**config.mk**
```make
export PLATFORM = sky130hd
export DESIGN_NAME = disk_spin_animator_flat
export DESIGN_NICKNAME = d
export VERILOG_FILES = /design/src/rtl/disk_spin_animator_if.sv /design/src/rtl/disk_spin_animator.sv /design/src/flat_wrapper.sv
export SDC_FILE = /design/constraint.sdc
export NUM_CORES = 1
export LEC_CHECK = 0
export CAP_MARGIN = 10
export CORE_MARGIN = 1
export CORE_UTILIZATION = 48
export CTS_BUF_LIST = sky130_fd_sc_hd__clkbuf_8
export CTS_CLUSTER_DIAMETER = 100
export DETAILED_ROUTE_END_ITERATION = 6
export GPL_TIMING_DRIVEN = 0
export PLACE_DENSITY = 0.74
export SETUP_SLACK_MARGIN = 0.02
export SYNTH_ARGS = -nofsm -noshare
export SYNTH_HDL_FRONTEND = slang
export SYNTH_SLANG_ARGS = --single-unit
```
**constraint.sdc**
```tcl
create_clock -name Clk -period 4.45 [get_ports Clk]
set_clock_uncertainty 0.15 [all_clocks]
set_input_delay 0.89 -clock Clk [delete_from_list [all_inputs] [get_ports Clk]]
set_output_delay 0.89 -clock Clk [all_outputs]
set_load 0.005 [all_outputs]
```
**src/rtl/disk_spin_animator_if.sv**
```systemverilog
// disk_spin_animator_if: control inputs and display outputs of the spin animator
interface disk_spin_animator_if #(parameter int NUM_DIGITS = 4);
  logic Start, Stop, Dir, Continuous;
  logic [8*NUM_DIGITS-1:0] SSeg;
  logic Busy, Done;
  modport master (output Start, Stop, Dir, Continuous, input SSeg, Busy, Done);
  modport slave (input Start, Stop, Dir, Continuous, output SSeg, Busy, Done);
endinterface

```
**src/rtl/disk_spin_animator.sv**
```systemverilog
// disk_spin_animator: single lit segment chasing the outer perimeter of an N-digit seven-segment display
module disk_spin_animator #(
  parameter int NUM_DIGITS = 4,
  parameter int PRESCALE = 4,
  parameter int LAPS = 2,
  parameter int SEG_ACTIVE_LOW = 1
) (
  input logic Clk,
  input logic nReset,
  disk_spin_animator_if.slave bus
);
  localparam int N = NUM_DIGITS;
  localparam int P = 2*N+4;
  localparam int PW = $clog2(P);
  localparam int SW = PRESCALE > 1 ? $clog2(PRESCALE) : 1;
  localparam int LW = $clog2(LAPS+1);
  localparam logic [8*N-1:0] BLANK = SEG_ACTIVE_LOW != 0 ? '1 : '0;
  typedef enum logic {IDLE, SPIN} state_t;
  state_t state_q, state_d;
  logic [PW-1:0] pos_q, pos_d, pos_step;
  logic [SW-1:0] pre_q, pre_d;
  logic [LW-1:0] laps_q, laps_d;
  logic dir_q, dir_d, cont_q, cont_d, busy_q, busy_d, done_q, done_d, step, wrap, last;
  logic [8*N-1:0] sseg_q, sseg_d;
  int p, lit;
  always_comb begin
    step = pre_q == SW'(PRESCALE-1);
    pos_step = dir_q ? (pos_q == '0 ? PW'(P-1) : pos_q - PW'(1)) : (pos_q == PW'(P-1) ? '0 : pos_q + PW'(1));
    wrap = step && pos_step == '0;
    last = wrap && !cont_q && laps_q == LW'(LAPS-1);
    state_d = state_q;
    pos_d = pos_q;
    pre_d = pre_q;
    laps_d = laps_q;
    dir_d = dir_q;
    cont_d = cont_q;
    done_d = 1'b0;
    if (state_q == IDLE) begin
      if (bus.Start && !bus.Stop) begin
        state_d = SPIN;
        pos_d = '0;
        pre_d = '0;
        laps_d = '0;
        dir_d = bus.Dir;
        cont_d = bus.Continuous;
      end
    end else if (bus.Stop || last) begin
      state_d = IDLE;
      done_d = 1'b1;
    end else begin
      pre_d = step ? '0 : pre_q + SW'(1);
      pos_d = step ? pos_step : pos_q;
      laps_d = wrap && !cont_q ? laps_q + LW'(1) : laps_q;
    end
    busy_d = state_d == SPIN;
    p = int'(pos_d);
    lit = p < N ? 8*(N-1-p) : p == N ? 1 : p == N+1 ? 2 : p < 2*N+2 ? 8*(p-N-2)+3 : p == 2*N+2 ? 8*(N-1)+4 : 8*(N-1)+5;
    for (int i = 0; i < 8*N; i++) sseg_d[i] = BLANK[i] ^ (busy_d && i == lit);
  end
  always_ff @(posedge Clk or posedge nReset) begin
    if (nReset) begin
      state_q <= IDLE;
      pos_q <= '0;
      pre_q <= '0;
      laps_q <= '0;
      dir_q <= 1'b0;
      cont_q <= 1'b0;
      busy_q <= 1'b0;
      done_q <= 1'b0;
      sseg_q <= BLANK;
    end else begin
      state_q <= state_d;
      pos_q <= pos_d;
      pre_q <= pre_d;
      laps_q <= laps_d;
      dir_q <= dir_d;
      cont_q <= cont_d;
      busy_q <= busy_d;
      done_q <= done_d;
      sseg_q <= sseg_d;
    end
  end
  assign bus.SSeg = sseg_q;
  assign bus.Busy = busy_q;
  assign bus.Done = done_q;
endmodule

```
**src/flat_wrapper.sv**
```systemverilog
// flat-port wrapper written by rule: the top's interface ports become plain ports
module disk_spin_animator_flat 
#(
  parameter int NUM_DIGITS = 4,
  parameter int PRESCALE = 4,
  parameter int LAPS = 2,
  parameter int SEG_ACTIVE_LOW = 1
)
  (Clk, nReset, bus_Start, bus_Stop, bus_Dir, bus_Continuous, bus_SSeg, bus_Busy, bus_Done);
  disk_spin_animator_if #(.NUM_DIGITS(NUM_DIGITS)) bus_i ();
  input logic Clk;
  input logic nReset;
  input wire logic [$bits(bus_i.Start)-1:0] bus_Start;
  input wire logic [$bits(bus_i.Stop)-1:0] bus_Stop;
  input wire logic [$bits(bus_i.Dir)-1:0] bus_Dir;
  input wire logic [$bits(bus_i.Continuous)-1:0] bus_Continuous;
  output wire logic [$bits(bus_i.SSeg)-1:0] bus_SSeg;
  output wire logic [$bits(bus_i.Busy)-1:0] bus_Busy;
  output wire logic [$bits(bus_i.Done)-1:0] bus_Done;
  assign bus_i.Start = bus_Start;
  assign bus_i.Stop = bus_Stop;
  assign bus_i.Dir = bus_Dir;
  assign bus_i.Continuous = bus_Continuous;
  assign bus_SSeg = bus_i.SSeg;
  assign bus_Busy = bus_i.Busy;
  assign bus_Done = bus_i.Done;
  disk_spin_animator #(.NUM_DIGITS(NUM_DIGITS), .PRESCALE(PRESCALE), .LAPS(LAPS), .SEG_ACTIVE_LOW(SEG_ACTIVE_LOW)) u_core (.Clk(Clk), .nReset(nReset), .bus(bus_i));
endmodule
```
==> qor.csv <==
stage,metric,value,unit
run_status,status,"finished, final reports clean",
power_and_ir_drop,power.static_leakage,1.18,nW
power_and_ir_drop,p_sw,0.234,mW
sta,worst_slack,0.243,ns
clocking,h-tree-depth,2,
sta,rsz0062_at_grt,no,
detailed_routing,via_per_inst,5.23,
floorplan,rows,23,
finish,finalNonFillerCells,305,
finish,seqCellArea,1140,um^2
detailed_routing,drc_errors,0,
place,post-dp-hpwl,2960,um
sta,finalCriticalPeriod,4.21,ns
finish,layout_common_cells,"clkdlybuf4s50_1 (39), dfstp_2 (32), conb_1 (20)",
place,gp_congestion,0.815,
sta,max_freq,238,MHz
clocking,clkTransAtPathRegs,0.08,ns
global_routing,antenna_found_initial,0,
logic_synthesis,synthFlopType,dfstp_2,
power_and_ir_drop,vdd_drop_max,0.000183,V
power_and_ir_drop,cellInternalPower,0.689,mW
finish,areaGrowthSynthToFinish,34.0,%
setup_path,path_max_fanout,8,
logic_synthesis,synthXorXnorAreaFrac,0.412,%
setup_path,required,4.48,ns
power_and_ir_drop,powerDensity,324,nW/um^2
logic_synthesis,synth_top_family_by_area,simple AND/OR/NAND/NOR gates,
finish,final.fill_count,320,
logic_synthesis,syn_inst,189,
sta,maxSlewViolCount,0,
logic_synthesis,synth_compound_area_share,12.1,%
logic_synthesis,ys_types,49,
logic_synthesis,synthSimpleGateAreaFrac,17.8,%
setup_path,critical_path_arrival,4.23,ns
logic_synthesis,synth-seq-cells,44,
clocking,cts_tree,done,
floorplan,die_y,68.6,um
clocking,cts_hold_buf,0,
setup_path,critPathLaunch,bus_Stop,
global_routing,grtUsageTotal,19.1,%
place,place_area,2650,um^2
clocking,numClockSinks,44,
run,maxCapViolCount,0,
power_and_ir_drop,p_sw_share,25.3,%
global_routing,grt_pass1_wl,6580,um
place,dp_cells,297,
clocking,root_buffer,clkbuf_8,
setup_path,endpoint_kind,register,
floorplan,die_w,68.6,um
setup_path,r2r_start,u_core.pos_q[0],
logic_synthesis,syn_avg_cell_area,11.3,um^2
finish,layout_commonest_cell,clkdlybuf4s50_1,
power_and_ir_drop,p_seq_share,48.2,%
place,place_ws,-0.836,ns
global_routing,grt-ovfl-total,0,
global_routing,grt_max_degree,45,
power_and_ir_drop,combPwrFrac,17.7,%
clocking,clockBufferDepth,2,
finish,diodes,0,
sta,hold_violations,0,
logic_synthesis,async_flop_share,100,%
sta,period_share,94.5,%
hold_path,min-delay-start,u_core.laps_q[0],
logic_synthesis,seq_area_frac_synth,53.6,%
finish,nNetsFinal,273,
detailed_routing,wl_per_cell,13.4,um
sta,finalSetupTns,0,ns
logic_synthesis,synth_mux_area_share,3.88,%
detailed_routing,drtAntennaViolNets,0,
logic_synthesis,synth_area,2130,um^2
finish,final_area,2850,um^2
sta,relSlewSlack,43.8,%
sta,setup_violations,0,
global_routing,grt_pass1_vias,1448,
sta,worst_pin_slew,0.842,ns
clocking,clk_latency,0.29,ns
power_and_ir_drop,clkPwrFrac,34.0,%
floorplan,initial_core_util,51.7,%
clocking,cts_buffers,5,
hold_path,hp-class,register to register,
logic_synthesis,synth_warnings,0,
finish,multi_input_area,1040,um^2
logic_synthesis,synth_fa_ha_area_share,8.00,%
setup_path,worst_setup_path_start_kind,input port,
logic_synthesis,synth_edf_count,0,
detailed_routing,num_vias,1595,
setup_path,critPathKind,input port to register,
detailed_routing,dr.pass1.iters,4,
floorplan,fp.coreArea,4120,um^2
floorplan,num_io_pins,40,
finish,utilization,69.3,%
finish,drive_above_1_share,26.7,%
detailed_routing,drt_first_iter_violations,101,
detailed_routing,routed_wl,4090,um
floorplan,die-area,4700,um^2
place,portBuffers,39,
[final timing paths]
kind	end	slack (ns)	cells after the start
setup / recovery	u_core.bus.SSeg[11]	0.24	14
hold / removal	u_core.laps_q[0]	0.36	1
setup reg to reg	u_core.bus.SSeg[11]	0.25	18
hold reg to reg	u_core.laps_q[0]	0.36	1
max in group asynchronous	u_core.pos_q[0]	2.69	2
min in group asynchronous	u_core.laps_q[0]	0.94	2
[power groups by stage]
stage          clock [mW]  combinational (mW)  sequential [mW]
4_1_cts             0.323               0.156            0.445
6_report            0.314               0.164            0.445
5_1_grt             0.336               0.181            0.448
3_3_place_gp            0               0.149            0.451
3_5_place_dp            0               0.153            0.451
2_1_floorplan           0              0.0959            0.451
[cell families after synthesis]
family,count (synthesis)
and+or+nand+nor,71
DFF,44
AOI/OAI and AO/OA,32
buffers and inverters,20
adders and majority gates,13
muxes,7
other,1
xor gates and xnor gates,1
[layout make-up]
type,instances,share of cell area [%]
Clock buffer,6,2.90
Sequential cell,44,40.0
Inverter,15,2.11
Buffer,4,0.878
Multi-Input combinational cell,144,36.6
Timing Repair Buffer,40,14.0
Tap cell,50,2.19
Clock inverter,2,1.36
[cell usage after synthesis (3+ instances only)]
cell / n / area share [%]
dfrtp_1: 12 / 14
nand3_1: 11 / 2.6
nor2b_1: 3 / 0.88
a21oi_1: 6 / 1.4
nand4_1: 7 / 2.1
dfstp_2: 32 / 40
nor2_1: 10 / 1.8
mux2i_1: 3 / 1.4
inv_1: 15 / 2.6
nand2_1: 16 / 2.8
o21ai_0: 8 / 1.9
nand3b_1: 3 / 1.1
ha_1: 12 / 7.1
nor3_1: 7 / 1.6
[sequential cells by signal, indices dropped and copies added (netlist names)]
signal	flops
u_core.bus.Done	1
u_core.cont_q	1
u_core.pos_q	4
u_core.state_q	1
u_core.laps_q	2
u_core.pre_q	2
u_core.dir_q	1
u_core.bus.SSeg	32
[through the flow]
step,power [mW],hold slack [ns]
finish,0.923,0.355
global route,0.965,0.363
CTS,0.923,0.351
global placement,0.600,0.332
floorplan,0.547,0.309
detailed placement,0.605,0.340
[timing repair]
item	CTS	global route
setup endpoints to repair	11	9
gates cloned	0	0
resized for setup	5	11
buffers inserted	1	0
pin swaps	0	3
[worst max-delay path, stage by stage]
cell and delay, ns:
clkdlybuf4s50_1 0.53, nand3b_1 0.28, a21oi_2 0.26, mux2i_4 0.30
buf_4 0.18, ha_2 0.25, nand2_1 0.10, ha_1 0.33
nor4_1 0.23, inv_1 0.15, nor3_4 0.22, inv_1 0.11
a21boi_4 0.24, nand4_1 0.14
[metal layers]
layer | track usage [%] | wire, um | vias up
li1 | - | - | 774
met1 | 24.7 | 1850 | 776
met2 | 30.4 | 1940 | 39
met3 | 5.26 | 236 | 6
met4 | 7.03 | 63 | 0
met5 | 0 | 0 | -
(Power assumes the default switching activity.)
==> RTL edit 1, RTL diff (same flow settings) <==
`LAPS` is set to 2 in 2 places; all go to 4.
--- a/src/rtl/disk_spin_animator.sv
+++ b/src/rtl/disk_spin_animator.sv
@@ -2,7 +2,7 @@
 module disk_spin_animator #(
   parameter int NUM_DIGITS = 4,
   parameter int PRESCALE = 4,
-  parameter int LAPS = 2,
+  parameter int LAPS = 4,
   parameter int SEG_ACTIVE_LOW = 1
 ) (
   input logic Clk,
--- a/src/flat_wrapper.sv
+++ b/src/flat_wrapper.sv
@@ -3,7 +3,7 @@
 #(
   parameter int NUM_DIGITS = 4,
   parameter int PRESCALE = 4,
-  parameter int LAPS = 2,
+  parameter int LAPS = 4,
   parameter int SEG_ACTIVE_LOW = 1
 )
   (Clk, nReset, bus_Start, bus_Stop, bus_Dir, bus_Continuous, bus_SSeg, bus_Busy, bus_Done);
Formal check against the unedited RTL: same outputs for any inputs over 10 cycles, from zero or initial values and one cycle with nReset high; that may be too few to reach the edited logic, so the function may still have changed.
==> RTL edit 1 against the original RTL <==
  * The flow now finishes with violations (DRC)
  * Non-clock buffer count up 4
  * Sequential power grew 0.9%
  * Count of clock-buffer cells in the layout unchanged
  * Register-to-register slack gained 0.08 ns
  * Via count is 5.3% higher
  * Design area is 2.0% higher
  * Sequential cell count increased by 1
  * Wire length up 7.9%
  * Synthesized area increased by 5.8%
  * Power decreased by 1.8%
  * Worst setup slack improved by 0.016 ns
==> RTL edit 1: results (changes against the original RTL) <==
metric;value;unit;change
failing checks;DRC;;
most common library cells after synthesis;dfstp_2 (32), inv_1 (14), nand2_1 (14), dfrtp_1 (13), ha_1 (13);;was dfstp_2 (32), nand2_1 (16), inv_1 (15), dfrtp_1 (12), ha_1 (12)
Worst setup startpoint;bus_Start;;was bus_Stop
FF-to-FF setup slack;0.33;ns;was 0.25 ns
synth unique cells;54;;was 49
Slowest cell on crit path;or3b_2;;was clkdlybuf4s50_1
crit path max fanout;10;;was 8
peak supply drop;0.160;mV;was 0.183 mV
post-DR vias/cell;5.33;;was 5.23
syn_area_per_cell;11.4;µm²;was 11.3 µm²
max FFs per register;32;;unchanged
FF-to-FF path depth;15;;was 18
GPL Wtd Cong;0.858;;was 0.815
crit-path max cell delay;0.49;ns;was 0.53 ns
dpl cells;305;;was 297
CP Capture Type;flop;;unchanged
gr usage total;0.198;;was 0.191
Slew HR;0.403;;was 0.438
ranking of synthesized cells by area;dfstp_2 (37%), dfrtp_1 (14%), ha_1 (7.2%), nand4_1 (3.3%), inv_1 (2.3%);;was dfstp_2 (40%), dfrtp_1 (14%), ha_1 (7.1%), nand2_1 (2.8%), inv_1 (2.6%)
CTS buffer count;5;;unchanged
YS warnings;0;;unchanged
post-synthesis sequential area ratio;0.518;;was 0.536
layout cells sized above 1;0.262;;was 0.267
initial antenna violation count;0;;unchanged
Tcrit/Tclk final;0.942;;was 0.945
data arrival time of the critical path;4.27;ns;was 4.23 ns
WHS Endpoint;u_core.pre_q[0];;was u_core.laps_q[0]
P_leak;1.20;nW;was 1.18 nW
r2r startpoint;u_core.pos_q[1];;was u_core.pos_q[0]
final net count;282;;was 273
Async S/R FF share, synth;1.00;;unchanged
reg2reg end;u_core.bus.SSeg[0];;was u_core.bus.SSeg[11]
dpl hpwl;3200;µm;was 2960 µm
status;finished, violations left;;was finished, final reports clean
post-cts repair resize count;1;;was 5
Vias;1680;;was 1,595
DP Worst Slack;-0.308;ns;was -0.836 ns
pin count of the biggest net entering global routing;46;;was 45
remaining routing DRC violations;8;;was 0
first-pass iteration count of the detailed router;7;;was 4
hold path start;u_core.pre_q[0];;was u_core.laps_q[0]
vias in the first global route;1602;;was 1,448
initial DRC count;104;;was 101
Setup Buffers After CTS;0;;was 1
worst hold margin;0.373;ns;was 0.355 ns
global-route wire length before repair;7560;µm;was 6580 µm
DR WL/cell;14.0;µm;was 13.4 µm
clk_lat worst skew;0.30;ns;
-- RTL edit 1: cell types whose count changed after synthesis, sizes merged, moves of 4 or more --
cell    delta
nor3       -4
buf        +4
nand4      +5
nand3      -7
o21bai     +5
nor4       +4
-- RTL edit 1: report_power, final --
group / switching, mW / total (mW) / internal [mW]
Sequential: 0.0115 / 0.449 / 0.438
Combinational: 0.0744 / 0.135 / 0.0608
Clock: 0.139 / 0.321 / 0.182
Total: 0.225 / 0.906 / 0.681
-- RTL edit 1: kinds of logic after synthesis --
group,Yosys count,synth area share
compound gates,40,0.138
xor+xnor,2,0.0111
fa+ha+maj,14,0.0811
buf+inv,21,0.0456
flops,45,0.518
mux,5,0.0239
other cells,1,0.00167
simple gates,69,0.181
-- RTL edit 1: cell type report --
cell class / instances / area (µm²)
Tap cell: 52 / 65.1
Timing Repair Buffer: 41 / 404
Clock buffer: 6 / 82.6
Buffer: 7 / 50.0
Fill cell: 376 / 1540
Multi-Input combinational cell: 148 / 1050
Sequential cell: 45 / 1170
Clock inverter: 2 / 37.5
Inverter: 14 / 52.6
-- RTL edit 1: metrics by stage --
step	TNS (ns)	instance area [µm²]	utilization
floorplan	0	2320	-
global placement	-2.52	2770	0.624
finish	0	2910	0.655
global route	0	2910	0.655
CTS	0	2890	0.650
detailed placement	-3.19	2770	0.624
-- RTL edit 1: metal layers --
| metal | part of all wire | GRT usage |
|---|---|---|
| met4 | 0.012 | 0.0816 |
| met1 | 0.47 | 0.259 |
| met2 | 0.48 | 0.323 |
| met3 | 0.044 | 0.0404 |
| met5 | 0 | 0 |
-- RTL edit 1: critical path, delay by kind of cell --
kind	cells	cell delay (ns)
simple gates	6	1.18
buf+inv	3	0.81
fa+ha+maj	2	0.67
compound gates	3	0.71
==> RTL edit 2, RTL diff (config.mk and constraints unchanged) <==
Made on the original files. Make the reset (`nReset`) synchronous in one clocked block.
--- a/src/rtl/disk_spin_animator.sv
+++ b/src/rtl/disk_spin_animator.sv
@@ -57,7 +57,7 @@
     lit = p < N ? 8*(N-1-p) : p == N ? 1 : p == N+1 ? 2 : p < 2*N+2 ? 8*(p-N-2)+3 : p == 2*N+2 ? 8*(N-1)+4 : 8*(N-1)+5;
     for (int i = 0; i < 8*N; i++) sseg_d[i] = BLANK[i] ^ (busy_d && i == lit);
   end
-  always_ff @(posedge Clk or posedge nReset) begin
+  always_ff @(posedge Clk) begin
     if (nReset) begin
       state_q <= IDLE;
       pos_q <= '0;
Formal check against the unedited RTL: differs if nReset is asserted again (counterexample within 4 cycles, from zero or initial values and one cycle with nReset high); with nReset held inactive, the same outputs for 10 cycles.
==> RTL edit 2 against the original RTL <==
  * Synthesized area fell by 14%
  * Via count fell by 10%
  * Worst hold slack improved by 0.030 ns
  * Global-route usage fell by 1.2 points
  * Critical endpoint is now u_core.bus.SSeg[0]
  * Register-to-register slack improved by 0.10 ns
  * Worst setup slack improved by 0.092 ns
  * Sequential cell count did not move
  * Wire length fell by 17%
  * Non-clock buffer count rose by 4
  * Design area fell by 12%
Power is not compared: it rests on default switching activity, and its combinational part moved more than twofold at a synthesized area within 25%.
==> RTL edit 2: results (changes against the original RTL) <==
metric;value;unit;change
post-place instance area;2360;µm²;was 2650 µm²
Vias;1430;;was 1,595
Min-Delay Path Depth;2;;was 1
dpl cells;287;;was 297
GPL Wtd Cong;0.874;;was 0.815
reg2reg end;u_core.bus.SSeg[0];;was u_core.bus.SSeg[11]
WHS Endpoint;u_core.cont_q;;was u_core.laps_q[0]
r2r startpoint;u_core.pos_q[0];;unchanged
hold path start;u_core.cont_q;;was u_core.laps_q[0]
DR WL/cell;11.5;µm;was 13.4 µm
total of fill cells in the finished design;304;;was 320
Async S/R FF share, synth;0;;was 1.00
FF-to-FF path depth;15;;was 18
data arrival time of the critical path;4.15;ns;was 4.23 ns
gr usage total;0.179;;was 0.191
most common library cells after synthesis;dfxtp_1 (44), nor2_1 (19), ha_1 (12), inv_1 (11), nand2_1 (9);;was dfstp_2 (32), nand2_1 (16), inv_1 (15), dfrtp_1 (12), ha_1 (12)
status;finished, final reports clean;;unchanged
initial DRC count;30;;was 101
fin cells;295;;was 305
global-route wire length before repair;5550;µm;was 6580 µm
ranking of synthesized cells by area;dfxtp_1 (48%), ha_1 (8.2%), nor2_1 (3.9%), nand4b_1 (2.9%), inv_1 (2.2%);;was dfstp_2 (40%), dfrtp_1 (14%), ha_1 (7.1%), nand2_1 (2.8%), inv_1 (2.6%)
layout cells sized above 1;0.113;;was 0.267
vias in the first global route;1221;;was 1,448
syn_area_per_cell;10.2;µm²;was 11.3 µm²
worst hold margin;0.385;ns;was 0.355 ns
RTL edit 2: cell count changes after synthesis, moves of 7 or more:
cell	delta
nand3_1	-8
nand2_1	-7
dfrtp_1	-12
dfxtp_1	+44
nor2_1	+9
dfstp_2	-32
RTL edit 2: repair_timing:
| action | in CTS | in global routing |
|---|---|---|
| setup endpoints to repair | 1 | 5 |
| resized for setup | 1 | 6 |
| setup buffers | 0 | 0 |
RTL edit 2: worst max-delay path by stage:
stage / from / endpoint / slack [ns] / cells past startpoint
2_1_floorplan: u_core.pos_q[0] / u_core.bus.SSeg[0] / 0.64 / 15
3_3_place_gp: bus_Start / u_core.bus.SSeg[0] / -0.32 / 14
3_5_place_dp: bus_Start / u_core.bus.SSeg[0] / -0.33 / 14
4_1_cts: u_core.pos_q[0] / u_core.bus.SSeg[0] / 0.16 / 15
5_1_grt: u_core.pos_q[0] / u_core.bus.SSeg[0] / 0.04 / 15
6_report: bus_Start / u_core.bus.SSeg[0] / 0.34 / 14
RTL edit 2: where the power goes:
part           internal, mW  switching [mW]  leakage (nW)
sequential            0.405         0.00339         0.363
combinational        0.0290          0.0218         0.629
clock                 0.169           0.138        0.0548
RTL edit 2: kinds of logic (layout without fill, tap and decap cells):
family	after synthesis	count (layout)	synth area share
multiplexers	3	3	0.0177
flip-flops	44	44	0.479
adder cells (fa/ha/maj)	13	13	0.0925
XOR/XNOR	2	2	0.00952
other	1	20	0.00204
AO/OA/AOI/OAI	36	36	0.150
AND/OR/NAND/NOR	62	62	0.201
buffers and inverters	20	67	0.0489
RTL edit 2: worst max-delay path, cell delays in order:
cell and delay (ns):
clkdlybuf4s50_1 0.50, nand2b_1 0.06, clkbuf_1 0.19, a21oi_1 0.23
o32ai_1 0.15, a31oi_4 0.32, inv_1 0.16, ha_1 0.22
fa_1 0.48, nand4_1 0.09, nor3_1 0.20, a21oi_2 0.09
nor3_4 0.19, or3b_1 0.37
RTL edit 2: cell type report:
cell class | count | area [µm²] | area share
Buffer | 9 | 48.8 | 0.0194
Timing Repair Buffer | 39 | 390 | 0.155
Tap cell | 48 | 60.1 | 0.0239
Multi-Input combinational cell | 136 | 978 | 0.389
Inverter | 11 | 41.3 | 0.0164
Clock inverter | 3 | 46.3 | 0.0184
Sequential cell | 44 | 881 | 0.350
Clock buffer | 5 | 68.8 | 0.0274
RTL edit 2: routing by layer:
metal / global-route usage / part of all wire / wire [µm] / up-vias
met1: 0.228 / 0.49 / 1650 / 656
met2: 0.279 / 0.46 / 1570 / 25
met3: 0.0500 / 0.032 / 110 / 5
li1: - / - / - / 744
met4: 0.0824 / 0.019 / 65 / 0
met5: 0 / 0 / 0 / -
